### config.mk
export PLATFORM = sky130hd
export DESIGN_NAME = sgmii_rx_frame
export DESIGN_NICKNAME = d
export VERILOG_FILES = /design/src/rtl/sgmii_rx_frame_pkg.sv /design/src/rtl/sgmii_rx_frame_decode.sv /design/src/rtl/sgmii_rx_frame.sv
export SDC_FILE = /design/constraint.sdc
export NUM_CORES = 1
export LEC_CHECK = 0
export CORE_MARGIN = 4
export CORE_UTILIZATION = 61
export CTS_CLUSTER_SIZE = 14
export DETAILED_ROUTE_END_ITERATION = 10
export HOLD_SLACK_MARGIN = 0.12
export PLACE_DENSITY = 0.84
export REMOVE_ABC_BUFFERS = 1
export SLEW_MARGIN = 20
export SYNTH_ARGS = -nofsm -noshare
export SYNTH_HDL_FRONTEND = slang
export SYNTH_SLANG_ARGS = --single-unit
### constraint.sdc
create_clock -name ser_sgmii_clk -period 3.9 [get_ports ser_sgmii_clk]
set_input_delay 1.17 -clock ser_sgmii_clk [delete_from_list [all_inputs] [get_ports ser_sgmii_clk]]
set_output_delay 1.17 -clock ser_sgmii_clk [all_outputs]
set_load 0.03 [all_outputs]
### src/rtl/sgmii_rx_frame_pkg.sv
// Shared types and line constants for the SGMII receive path.
package sgmii_pkg;
   typedef enum logic [1:0] {HUNT = 2'd0, PREAMBLE = 2'd1, DATA = 2'd2} state_e;

   localparam logic [9:0] CODE_D21_2    = 10'b1010100101;
   localparam logic [9:0] CODE_D21_6    = 10'b1010100110;
   localparam logic [7:0] PREAMBLE_BYTE = 8'h55;
   localparam logic [7:0] SFD_BYTE      = 8'hD5;
endpackage

### src/rtl/sgmii_rx_frame_decode.sv
// Combinational 8b10b decoder; datain[9] is bit 'a', datain[0] is bit 'j'.
// Both disparity variants decode; running disparity is tracked, not checked.
module sgmii_rx_frame_decode (
   input  logic [9:0] datain,
   input  logic       dispin,
   output logic [8:0] dataout,
   output logic       dispout,
   output logic       code_err
);
   logic [5:0] c6;
   logic [3:0] c4;
   logic [4:0] d5;
   logic [2:0] d3;
   logic       err6, err4, k28, kx7, rd6;

   assign c6 = datain[9:4];
   assign c4 = datain[3:0];

   always_comb begin
      d5 = 5'd0; err6 = 1'b0; k28 = 1'b0;
      case (c6)
         6'b100111, 6'b011000: d5 = 5'd0;   6'b011101, 6'b100010: d5 = 5'd1;
         6'b101101, 6'b010010: d5 = 5'd2;   6'b110001:            d5 = 5'd3;
         6'b110101, 6'b001010: d5 = 5'd4;   6'b101001:            d5 = 5'd5;
         6'b011001:            d5 = 5'd6;   6'b111000, 6'b000111: d5 = 5'd7;
         6'b111001, 6'b000110: d5 = 5'd8;   6'b100101:            d5 = 5'd9;
         6'b010101:            d5 = 5'd10;  6'b110100:            d5 = 5'd11;
         6'b001101:            d5 = 5'd12;  6'b101100:            d5 = 5'd13;
         6'b011100:            d5 = 5'd14;  6'b010111, 6'b101000: d5 = 5'd15;
         6'b011011, 6'b100100: d5 = 5'd16;  6'b100011:            d5 = 5'd17;
         6'b010011:            d5 = 5'd18;  6'b110010:            d5 = 5'd19;
         6'b001011:            d5 = 5'd20;  6'b101010:            d5 = 5'd21;
         6'b011010:            d5 = 5'd22;  6'b111010, 6'b000101: d5 = 5'd23;
         6'b110011, 6'b001100: d5 = 5'd24;  6'b100110:            d5 = 5'd25;
         6'b010110:            d5 = 5'd26;  6'b110110, 6'b001001: d5 = 5'd27;
         6'b001110:            d5 = 5'd28;  6'b101110, 6'b010001: d5 = 5'd29;
         6'b011110, 6'b100001: d5 = 5'd30;  6'b101011, 6'b010100: d5 = 5'd31;
         6'b001111, 6'b110000: begin d5 = 5'd28; k28 = 1'b1; end
         default:              err6 = 1'b1;
      endcase
   end

   always_comb begin
      d3 = 3'd0; err4 = 1'b0;
      case (c4)
         4'b1011, 4'b0100:                   d3 = 3'd0;
         4'b1001:                            d3 = 3'd1;
         4'b0101:                            d3 = 3'd2;
         4'b1100, 4'b0011:                   d3 = 3'd3;
         4'b1101, 4'b0010:                   d3 = 3'd4;
         4'b1010:                            d3 = 3'd5;
         4'b0110:                            d3 = 3'd6;
         4'b1110, 4'b0001, 4'b0111, 4'b1000: d3 = 3'd7;
         default:                            err4 = 1'b1;
      endcase
   end

   // Alternate x.7 on K23/27/29/30 marks a control character
   assign kx7 = ((c4 == 4'b0111) || (c4 == 4'b1000)) &&
                ((d5 == 5'd23) || (d5 == 5'd27) || (d5 == 5'd29) || (d5 == 5'd30));

   assign rd6      = ($countones(c6) > 3) ? 1'b1 : (($countones(c6) < 3) ? 1'b0 : dispin);
   assign dispout  = ($countones(c4) > 2) ? 1'b1 : (($countones(c4) < 2) ? 1'b0 : rd6);
   assign dataout  = {k28 | kx7, d3, d5};
   assign code_err = err6 | err4;
endmodule

### src/rtl/sgmii_rx_frame.sv
// SGMII receive framer: bit alignment on the preamble, 8b10b decode, and
// footer stripping through a delay line so payload bytes leave with sof/eof.
module sgmii_rx_frame
   import sgmii_pkg::*;
#(
   parameter int MIN_PREAMBLE = 2,
   parameter int FOOTER_LEN   = 12,
   parameter int LEN_W        = 16
) (
   input  logic             ser_sgmii_clk,
   input  logic             reset,
   input  logic             sgmii_rx_p,
   input  logic             sgmii_rx_n,
   output logic [7:0]       rx_data,
   output logic             rx_valid,
   output logic             rx_sof,
   output logic             rx_eof,
   output logic             rx_err,
   output logic [LEN_W-1:0] frame_len,
   output logic             locked
);
   localparam int ZW = $clog2(FOOTER_LEN + 1);

   state_e                        state_q, state_d;
   logic [9:0]                    sr_q, sr_d;
   logic [3:0]                    cnt_q, cnt_d;
   logic [7:0]                    pre_q, pre_d;
   logic [ZW-1:0]                 zrun_q, zrun_d;
   logic [LEN_W-1:0]              len_q, len_d;
   logic [FOOTER_LEN-1:0][7:0]    dl_q, dl_d;
   logic [FOOTER_LEN-1:0]         dlv_q, dlv_d;
   logic                          rd_q, rd_d, viol_q, viol_d;
   logic [7:0]                    data_q, data_d;
   logic                          valid_q, valid_d, sof_q, sof_d, eof_q, eof_d, err_q, err_d;

   logic [8:0] dec;
   logic       dispout, code_err, bnd, bad, is_zero, foot_done, out_v;
   logic [7:0] out_b;

   sgmii_rx_frame_decode u_dec (
      .datain  (sr_q),
      .dispin  (rd_q),
      .dataout (dec),
      .dispout (dispout),
      .code_err(code_err)
   );

   assign bnd       = (cnt_q == 4'd9);
   assign bad       = code_err | viol_q;
   assign is_zero   = (dec == 9'h000);
   assign foot_done = is_zero && (zrun_q == ZW'(FOOTER_LEN - 1));
   assign out_v     = dlv_q[FOOTER_LEN-1];
   assign out_b     = dl_q[FOOTER_LEN-1];

   always_comb begin
      sr_d    = {sr_q[8:0], sgmii_rx_p};
      cnt_d   = bnd ? 4'd0 : cnt_q + 4'd1;
      // p==n is remembered across the word and judged at its boundary
      viol_d  = (((state_q == HUNT) || bnd) ? 1'b0 : viol_q) | (sgmii_rx_p == sgmii_rx_n);
      state_d = state_q;
      pre_d   = pre_q;
      zrun_d  = zrun_q;
      len_d   = len_q;
      rd_d    = (bnd && (state_q != HUNT)) ? dispout : rd_q;
      dl_d    = dl_q;
      dlv_d   = dlv_q;
      data_d  = data_q;
      valid_d = 1'b0;
      sof_d   = 1'b0;
      eof_d   = 1'b0;
      err_d   = 1'b0;
      case (state_q)
         HUNT: if (sr_q == CODE_D21_2) begin
            cnt_d   = 4'd0;
            pre_d   = 8'd1;
            state_d = PREAMBLE;
         end
         PREAMBLE: if (bnd) begin
            if (!bad && (dec == {1'b0, PREAMBLE_BYTE})) begin
               pre_d = (&pre_q) ? pre_q : pre_q + 8'd1;
            end else if (!bad && (dec == {1'b0, SFD_BYTE}) && (pre_q >= 8'(MIN_PREAMBLE))) begin
               state_d = DATA;
               dl_d    = '0;
               dlv_d   = '0;
               zrun_d  = '0;
               len_d   = '0;
            end else begin
               state_d = HUNT;
            end
         end
         DATA: if (bnd) begin
            if (bad) begin
               err_d   = 1'b1;
               state_d = HUNT;
               dl_d    = '0;
               dlv_d   = '0;
            end else begin
               dl_d   = {dl_q[FOOTER_LEN-2:0], dec[7:0]};
               dlv_d  = {dlv_q[FOOTER_LEN-2:0], 1'b1};
               zrun_d = is_zero ? zrun_q + 1'b1 : '0;
               if (out_v) begin
                  valid_d = 1'b1;
                  data_d  = out_b;
                  sof_d   = (len_q == '0);
                  len_d   = (&len_q) ? len_q : len_q + 1'b1;
               end
               // Slot leaving on the last footer push is the final payload byte
               if (foot_done) begin
                  eof_d   = out_v;
                  err_d   = ~out_v;
                  state_d = HUNT;
                  dl_d    = '0;
                  dlv_d   = '0;
               end
            end
         end
         default: state_d = HUNT;
      endcase
   end

   always_ff @(posedge ser_sgmii_clk or negedge reset) begin
      if (!reset) begin
         state_q <= HUNT;
         sr_q    <= '0;
         cnt_q   <= '0;
         pre_q   <= '0;
         zrun_q  <= '0;
         len_q   <= '0;
         dl_q    <= '0;
         dlv_q   <= '0;
         rd_q    <= 1'b0;
         viol_q  <= 1'b0;
         data_q  <= '0;
         valid_q <= 1'b0;
         sof_q   <= 1'b0;
         eof_q   <= 1'b0;
         err_q   <= 1'b0;
      end else begin
         state_q <= state_d;
         sr_q    <= sr_d;
         cnt_q   <= cnt_d;
         pre_q   <= pre_d;
         zrun_q  <= zrun_d;
         len_q   <= len_d;
         dl_q    <= dl_d;
         dlv_q   <= dlv_d;
         rd_q    <= rd_d;
         viol_q  <= viol_d;
         data_q  <= data_d;
         valid_q <= valid_d;
         sof_q   <= sof_d;
         eof_q   <= eof_d;
         err_q   <= err_d;
      end
   end

   assign rx_data   = data_q;
   assign rx_valid  = valid_q;
   assign rx_sof    = sof_q;
   assign rx_eof    = eof_q;
   assign rx_err    = err_q;
   assign frame_len = len_q;
   assign locked    = (state_q != HUNT);
endmodule
==> results of run 1 <==
## per-stage QoR
stage                       util  hold WS, ns  power, uW  instances  area [sq um]
after floorplan                -       0.4386       1940        839          7579
after global placement    0.6568       0.4472       2021       1058          8322
after detailed placement  0.6568       0.4561       2028       1058          8322
after CTS                 0.7028       0.4706       3686       1086          8905
after global routing      0.7028       0.4955       3796       1086          8905
final                     0.7028       0.4721       3662       1086          8905
## synth_stat cells, types with 5 or more instances
| master | count |
|---|---|
| a21oi_1 | 25 |
| a31oi_1 | 15 |
| a41oi_1 | 5 |
| and3_1 | 14 |
| buf_1 | 5 |
| buf_2 | 28 |
| clkbuf_1 | 31 |
| dfrtp_1 | 165 |
| ha_1 | 5 |
| inv_1 | 11 |
| nand2_1 | 265 |
| nand2b_1 | 9 |
| nand3_1 | 28 |
| nor2_1 | 36 |
| nor2b_1 | 5 |
| nor3_1 | 15 |
| nor4_1 | 6 |
| o211ai_1 | 6 |
| o21a_1 | 9 |
| o21ai_0 | 108 |
| o21ai_1 | 22 |
| o31ai_1 | 8 |
| xnor2_1 | 13 |
## metal layers
layer / GRT usage / vias up / part of all wire
met3: 0.04968 / 19 / 0.039
met5: 0 / - / 0
li1: - / 3100 / -
met4: 0.06933 / 0 / 0.014
met1: 0.3311 / 3098 / 0.45
met2: 0.3553 / 129 / 0.49
## power by group
part / switching (uW) / internal (uW)
sequential: 46.5 / 1740
clock: 636 / 1030
combinational: 125 / 90.2
## cell families (layout without fill, tap and decap cells)
kind of cell | count (synthesis) | count (layout) | share of synthesized area
AND/OR/NAND/NOR | 407 | 407 | 0.2269
AO/OA/AOI/OAI | 232 | 232 | 0.1740
flip-flops | 165 | 165 | 0.5215
buffers and inverters | 81 | 87 | 0.04851
XOR/XNOR | 13 | 13 | 0.01438
adder cells (fa/ha/maj) | 6 | 6 | 0.009166
multiplexers | 4 | 4 | 0.005531
## layout make-up
type	count	area (sq um)
Fill cell	953	3766
Tap cell	172	215.2
Inverter	12	45.04
Clock inverter	8	126.4
Timing Repair Buffer	47	509.2
Sequential cell	165	4129
Clock buffer	20	456.7
Multi-Input combinational cell	662	3423
## path summary, 6_finish.rpt
path | startpoint | end | slack [ns] | cells after the start
max | sr_q[8] | dl_q[52] | 0.58 | 8
min | out_b[4] | rx_data[4] | 0.47 | 2
max reg2reg | sr_q[8] | dl_q[52] | 0.58 | 8
min reg2reg | out_b[4] | rx_data[4] | 0.47 | 2
max in group asynchronous | reset | dlv_q[8] | 2.38 | 2
min in group asynchronous | reset | dl_q[74] | 0.74 | 1
## sequential cells by signal, summed over array words and instances (netlist names)
name / count
state_q: 2
out_b: 8
dl_q: 88
cnt_q: 4
sr_q: 10
rx_err: 1
zrun_q: 4
viol_q: 1
rx_sof: 1
frame_len: 16
rx_eof: 1
rx_valid: 1
dlv_q: 12
pre_q: 8
rx_data: 8
## worst max-delay path, stage by stage, from the launching register on
cell	delay, ns
dfrtp_1	0.99
or3_1	0.26
o211ai_1	0.12
a21oi_1	0.37
o2111ai_1	0.33
o21ai_4	0.58
buf_12	0.26
nand2_1	0.07
o21ai_0	0.22
==> key figures, run 1 <==
Synthesis
  – Synth Register Bits: 165
  – Top post-synthesis cells by area: dfrtp_1 52%, nand2_1 13%, o21ai_0 6.8%
  – Synthesized cell area: 7918 sq um
  – Cells after synthesis: 908
  – Yosys top cell area share: 0.5215
  – Syn avg cell area: 8.720 sq um
  – Biggest area consumer among synthesized cells: dfrtp_1
  – Register area share after synthesis: 0.5215
  – Number of flops mapped to enable cells by yosys: 0
  – Top FF cell, synth: dfrtp_1
  – Cell variety after synth: 65
  – Synthesis Warnings: 0
  – Asr flop ratio synth: 1.000

Timing
  – Fin Setup TNS: 0 ns
  – Skew final: 0.006523 ns
  – Final Max Tran Viols: 0
  – Min Tclk post-route: 3.322 ns
  – Final hold violation count: 0
  – Relative slew slack: 0.3462
  – Fin crit share: 0.8517
  – Worst Tran Pin Value: 0.9807 ns
  – RSZ-0062 raised after global routing: false
  – PnR worst setup slack: 0.5784 ns
  – Fmax: 0.3011 GHz
  – Final Setup Violations: 0

Detailed routing
  – DRT Pass-1 Iters: 5
  – Final ANT Viol Nets: 0
  – DRT Wirelength: 16210 um
  – Vias per cell: 5.843
  – Drt initial violations: 720
  – Wire length per cell: 14.92 um
  – Via count: 6346
  – DR DRC count: 0

Hold path
  – Hold crit path type: flip-flop to flip-flop

Finish
  – Most frequent cells in the layout: 265 x nand2_1, 165 x dfrtp_1, 108 x o21ai_0
  – Area Growth Syn to Fin: 12.47%
  – Layout cell share with drive strength beyond 1: 0.06236
  – Commonest non-fill, non-tap cell in the layout: nand2_1
  – # diodes: 0
  – NumNets Final: 914

GRT
  – Vias in the first global route: 5807
  – Total GRT Usage: 0.2303
  – Largest net degree at the start of global routing: 106
  – Initial antenna violation count: 0
  – First-pass GRT wire length: 27780 um
  – Aggregate global routing overflow: 0

Critical path
  – Crit end category: flip-flop
  – Crit start category: flip-flop
  – Worst Path Arrival: 3.63 ns
  – Crit Path Class: flip-flop to flip-flop
  – Max FO, Critical Path: 34
  – Required time worst endpoint: 4.21 ns

CTS
  – Worst-case clock buffer depth: 2
  – Hold_buf cts: 0
  – Clock root cell: clkbuf_16
  – CTS resizes: 0
  – Skew-Pair Late Insertion Delay: 0.42 ns
  – Worst-path clk slew: 0.06 ns
  – Clk sinks: 165
  – Htree depth: 4
  – CTS tree: yes
  – CTS buffer count: 17
  – Post-CTS Setup Repair Bufs: 0

Power
  – PwrDens: 411.3 nW/um^2
  – Leak Pwr: 0.003751 uW
  – Max VDD drop: 384.1 uV

Floorplan
  – Die width: 121.9 um
  – Die Y: 121.9 um
  – # IOs: 33
  – Initial Util: 0.6249
  – Die area: 14870 sq um
  – Cell row count: 41
  – Core ar.: 12670 sq um

Placed design
  – Pre-CTS WS: 0.7083 ns
  – GPL Wtd Cong: 0.8676
  – Port-buffer cells: 32
  – Hpwl dp: 10050 um

Status
  – Status: finished, final reports clean

Run
  – Maxcap violations: 0
(Power assumes the default switching activity.)
==> run 2: changes to the inputs <==
--- a/config.mk
+++ b/config.mk
@@ -12,6 +12,8 @@
 export HOLD_SLACK_MARGIN = 0.12
 export PLACE_DENSITY = 0.84
 export REMOVE_ABC_BUFFERS = 1
+export SETUP_SLACK_MARGIN = 0.02
+export SKIP_LAST_GASP = 1
 export SLEW_MARGIN = 20
 export SYNTH_ARGS = -nofsm -noshare
 export SYNTH_HDL_FRONTEND = slang
==> results of run 2 <==
No change in the layout: final DEF, timing and power equal those of run 1.
==> run 3: changes to the inputs <==
--- a/config.mk
+++ b/config.mk
@@ -5,7 +5,6 @@
 export SDC_FILE = /design/constraint.sdc
 export NUM_CORES = 1
 export LEC_CHECK = 0
-export CORE_MARGIN = 4
 export CORE_UTILIZATION = 61
 export CTS_CLUSTER_SIZE = 14
 export DETAILED_ROUTE_END_ITERATION = 10
@@ -13,6 +12,7 @@
 export PLACE_DENSITY = 0.84
 export REMOVE_ABC_BUFFERS = 1
 export SETUP_SLACK_MARGIN = 0.02
+export SKIP_CTS_REPAIR_TIMING = 1
 export SKIP_LAST_GASP = 1
 export SLEW_MARGIN = 20
 export SYNTH_ARGS = -nofsm -noshare
==> run 3 against run 2 <==
Utilization rose by 0.28 points; die area decreased by 9.6%; worst setup slack lost 0.16 ns; sequential power about the same; clock skew grew 0.0024 ns; global-route usage rose by 2.8 points; register-to-register slack got worse by 0.16 ns; count of clock-buffer cells in the layout is 3 higher; combinational power grew 3%; maximum frequency shrank 4.6%; highest routed layer unchanged.
==> key figures, run 3 (synthesized netlist as in run 1, its figures left out) <==
Floorplan
  – Cell row count: 41
  – Core ar.: 12620 sq um
  – Die Y: 115.9 um
  – # IOs: 33
  – Initial Util: 0.6274
  – Die width: 115.9 um
  – Die area: 13440 sq um

Critical path
  – Reg2Reg Depth: 8
  – Crit Path Class: flip-flop to flip-flop
  – RR Startpoint: sr_q[8]
  – Crit start category: flip-flop
  – RR Endpoint: out_b[1]
  – Worst Path Arrival: 3.75 ns
  – Crit end category: flip-flop
  – Required time worst endpoint: 4.17 ns
  – FF-to-FF setup slack: 0.42 ns
  – Max FO, Critical Path: 61

Placed design
  – Hpwl dp: 9678 um
  – Port-buffer cells: 32
  – GPL Wtd Cong: 0.8819
  – Pre-CTS WS: 0.5018 ns

Detailed routing
  – DR DRC count: 0
  – Final ANT Viol Nets: 0
  – DRT Wirelength: 15950 um
  – Wire length per cell: 14.57 um
  – Vias per cell: 5.878
  – Drt initial violations: 523
  – Via count: 6436
  – DRT Pass-1 Iters: 7

Timing
  – Hold WS: 0.4698 ns
  – Min Tclk post-route: 3.480 ns
  – Fin crit share: 0.8924
  – Final Max Tran Viols: 0
  – Worst Tran Pin Value: 0.9634 ns
  – PnR worst setup slack: 0.4195 ns
  – Final Setup Violations: 0
  – Fmax: 0.2873 GHz
  – Skew final: 0.008961 ns
  – RSZ-0062 raised after global routing: false
  – Final hold violation count: 0
  – Relative slew slack: 0.3577
  – Fin Setup TNS: 0 ns

Power
  – Clock power frac: 0.446
  – Leak Pwr: 0.003751 uW
  – Switching power total: 835.7 uW
  – Sw frac: 0.2313
  – PwrDens: 405.9 nW/um^2
  – Seq pwr share: 0.492
  – Max VDD drop: 406.9 uV
  – Comb power frac: 0.061
  – Internal: 2778 uW

Finish
  – Layout cell share with drive strength beyond 1: 0.07042
  – Most frequent cells in the layout: 265 x nand2_1, 165 x dfrtp_1, 108 x o21ai_0
  – Area Growth Syn to Fin: 12.45%
  – Layout fillers: 974
  – NumNets Final: 919
  – # diodes: 0
  – Commonest non-fill, non-tap cell in the layout: nand2_1
  – Final design utilization: 0.7055
  – Reg with most FFs: dl_q
  – Max reg flops: 88

GRT
  – Aggregate global routing overflow: 0
  – Largest net degree at the start of global routing: 80
  – Initial antenna violation count: 0
  – Vias in the first global route: 5914
  – Total GRT Usage: 0.2586
  – First-pass GRT wire length: 27290 um

CTS
  – CTS buffer count: 17
  – Skew-Pair Late Insertion Delay: 0.43 ns
  – CTS tree: yes
  – Clock root cell: clkbuf_16
  – Htree depth: 4
  – Worst-path clk slew: 0.06 ns
  – Clk sinks: 165
  – Worst-case clock buffer depth: 2

Hold path
  – Hold crit path type: flip-flop to flip-flop
  – Hold EP: rx_data[3]
  – Hold wc startpoint: out_b[3]
  – Min-Delay Path Depth: 2

Run
  – Maxcap violations: 0

Status
  – Status: finished, final reports clean
-- run 3: routing by layer --
layer	vias up	track usage	wire, um
li1	3113	-	-
met1	3152	0.3429	7214
met2	139	0.4175	7810
met3	32	0.05805	620
met4	0	0.09829	306
met5	-	0	0
-- run 3: worst max path at each step --
stage | end | startpoint | depth (start not counted)
after floorplan | dl_q[13] | sr_q[7] | 7
after global placement | dl_q[52] | sr_q[8] | 8
after detailed placement | dl_q[65] | sr_q[8] | 8
after CTS | out_b[1] | sr_q[8] | 8
after global routing | out_b[1] | sr_q[8] | 8
final | out_b[1] | sr_q[8] | 8
-- run 3: layout make-up --
| cell class | instances | area (sq um) | share of cell area |
|---|---|---|---|
| Inverter | 12 | 45.04 | 0.005059 |
| Tap cell | 172 | 215.2 | 0.02417 |
| Sequential cell | 165 | 4129 | 0.4637 |
| Multi-Input combinational cell | 662 | 3423 | 0.3845 |
| Clock inverter | 9 | 93.84 | 0.01054 |
| Clock buffer | 23 | 488.0 | 0.05481 |
| Timing Repair Buffer | 52 | 509.2 | 0.05720 |
-- run 3: power by group through the flow --
stage	clock network (uW)	logic (uW)	registers, uW
6_report	1610	221	1780
5_1_grt	1710	248	1780
4_1_cts	1640	223	1780
3_5_place_dp	0	221	1810
3_3_place_gp	0	216	1810
2_1_floorplan	0	137	1800
-- run 3: through the flow --
stage,std cells,area (sq um),power [uW]
final,1095,8904,3614
after global routing,1095,8904,3742
after CTS,1095,8904,3643
after detailed placement,1063,8322,2030
after global placement,1063,8322,2023
after floorplan,839,7579,1940
-- run 3: critical path, cell delays in order, from the launching register on --
cell     delay (ns)
dfrtp_1        0.73
or3_1          0.52
o211a_1        0.15
o22ai_1        0.20
o21ai_1        0.16
nor4_1         0.39
or2_2          0.41
buf_4          0.51
o21ai_0        0.22
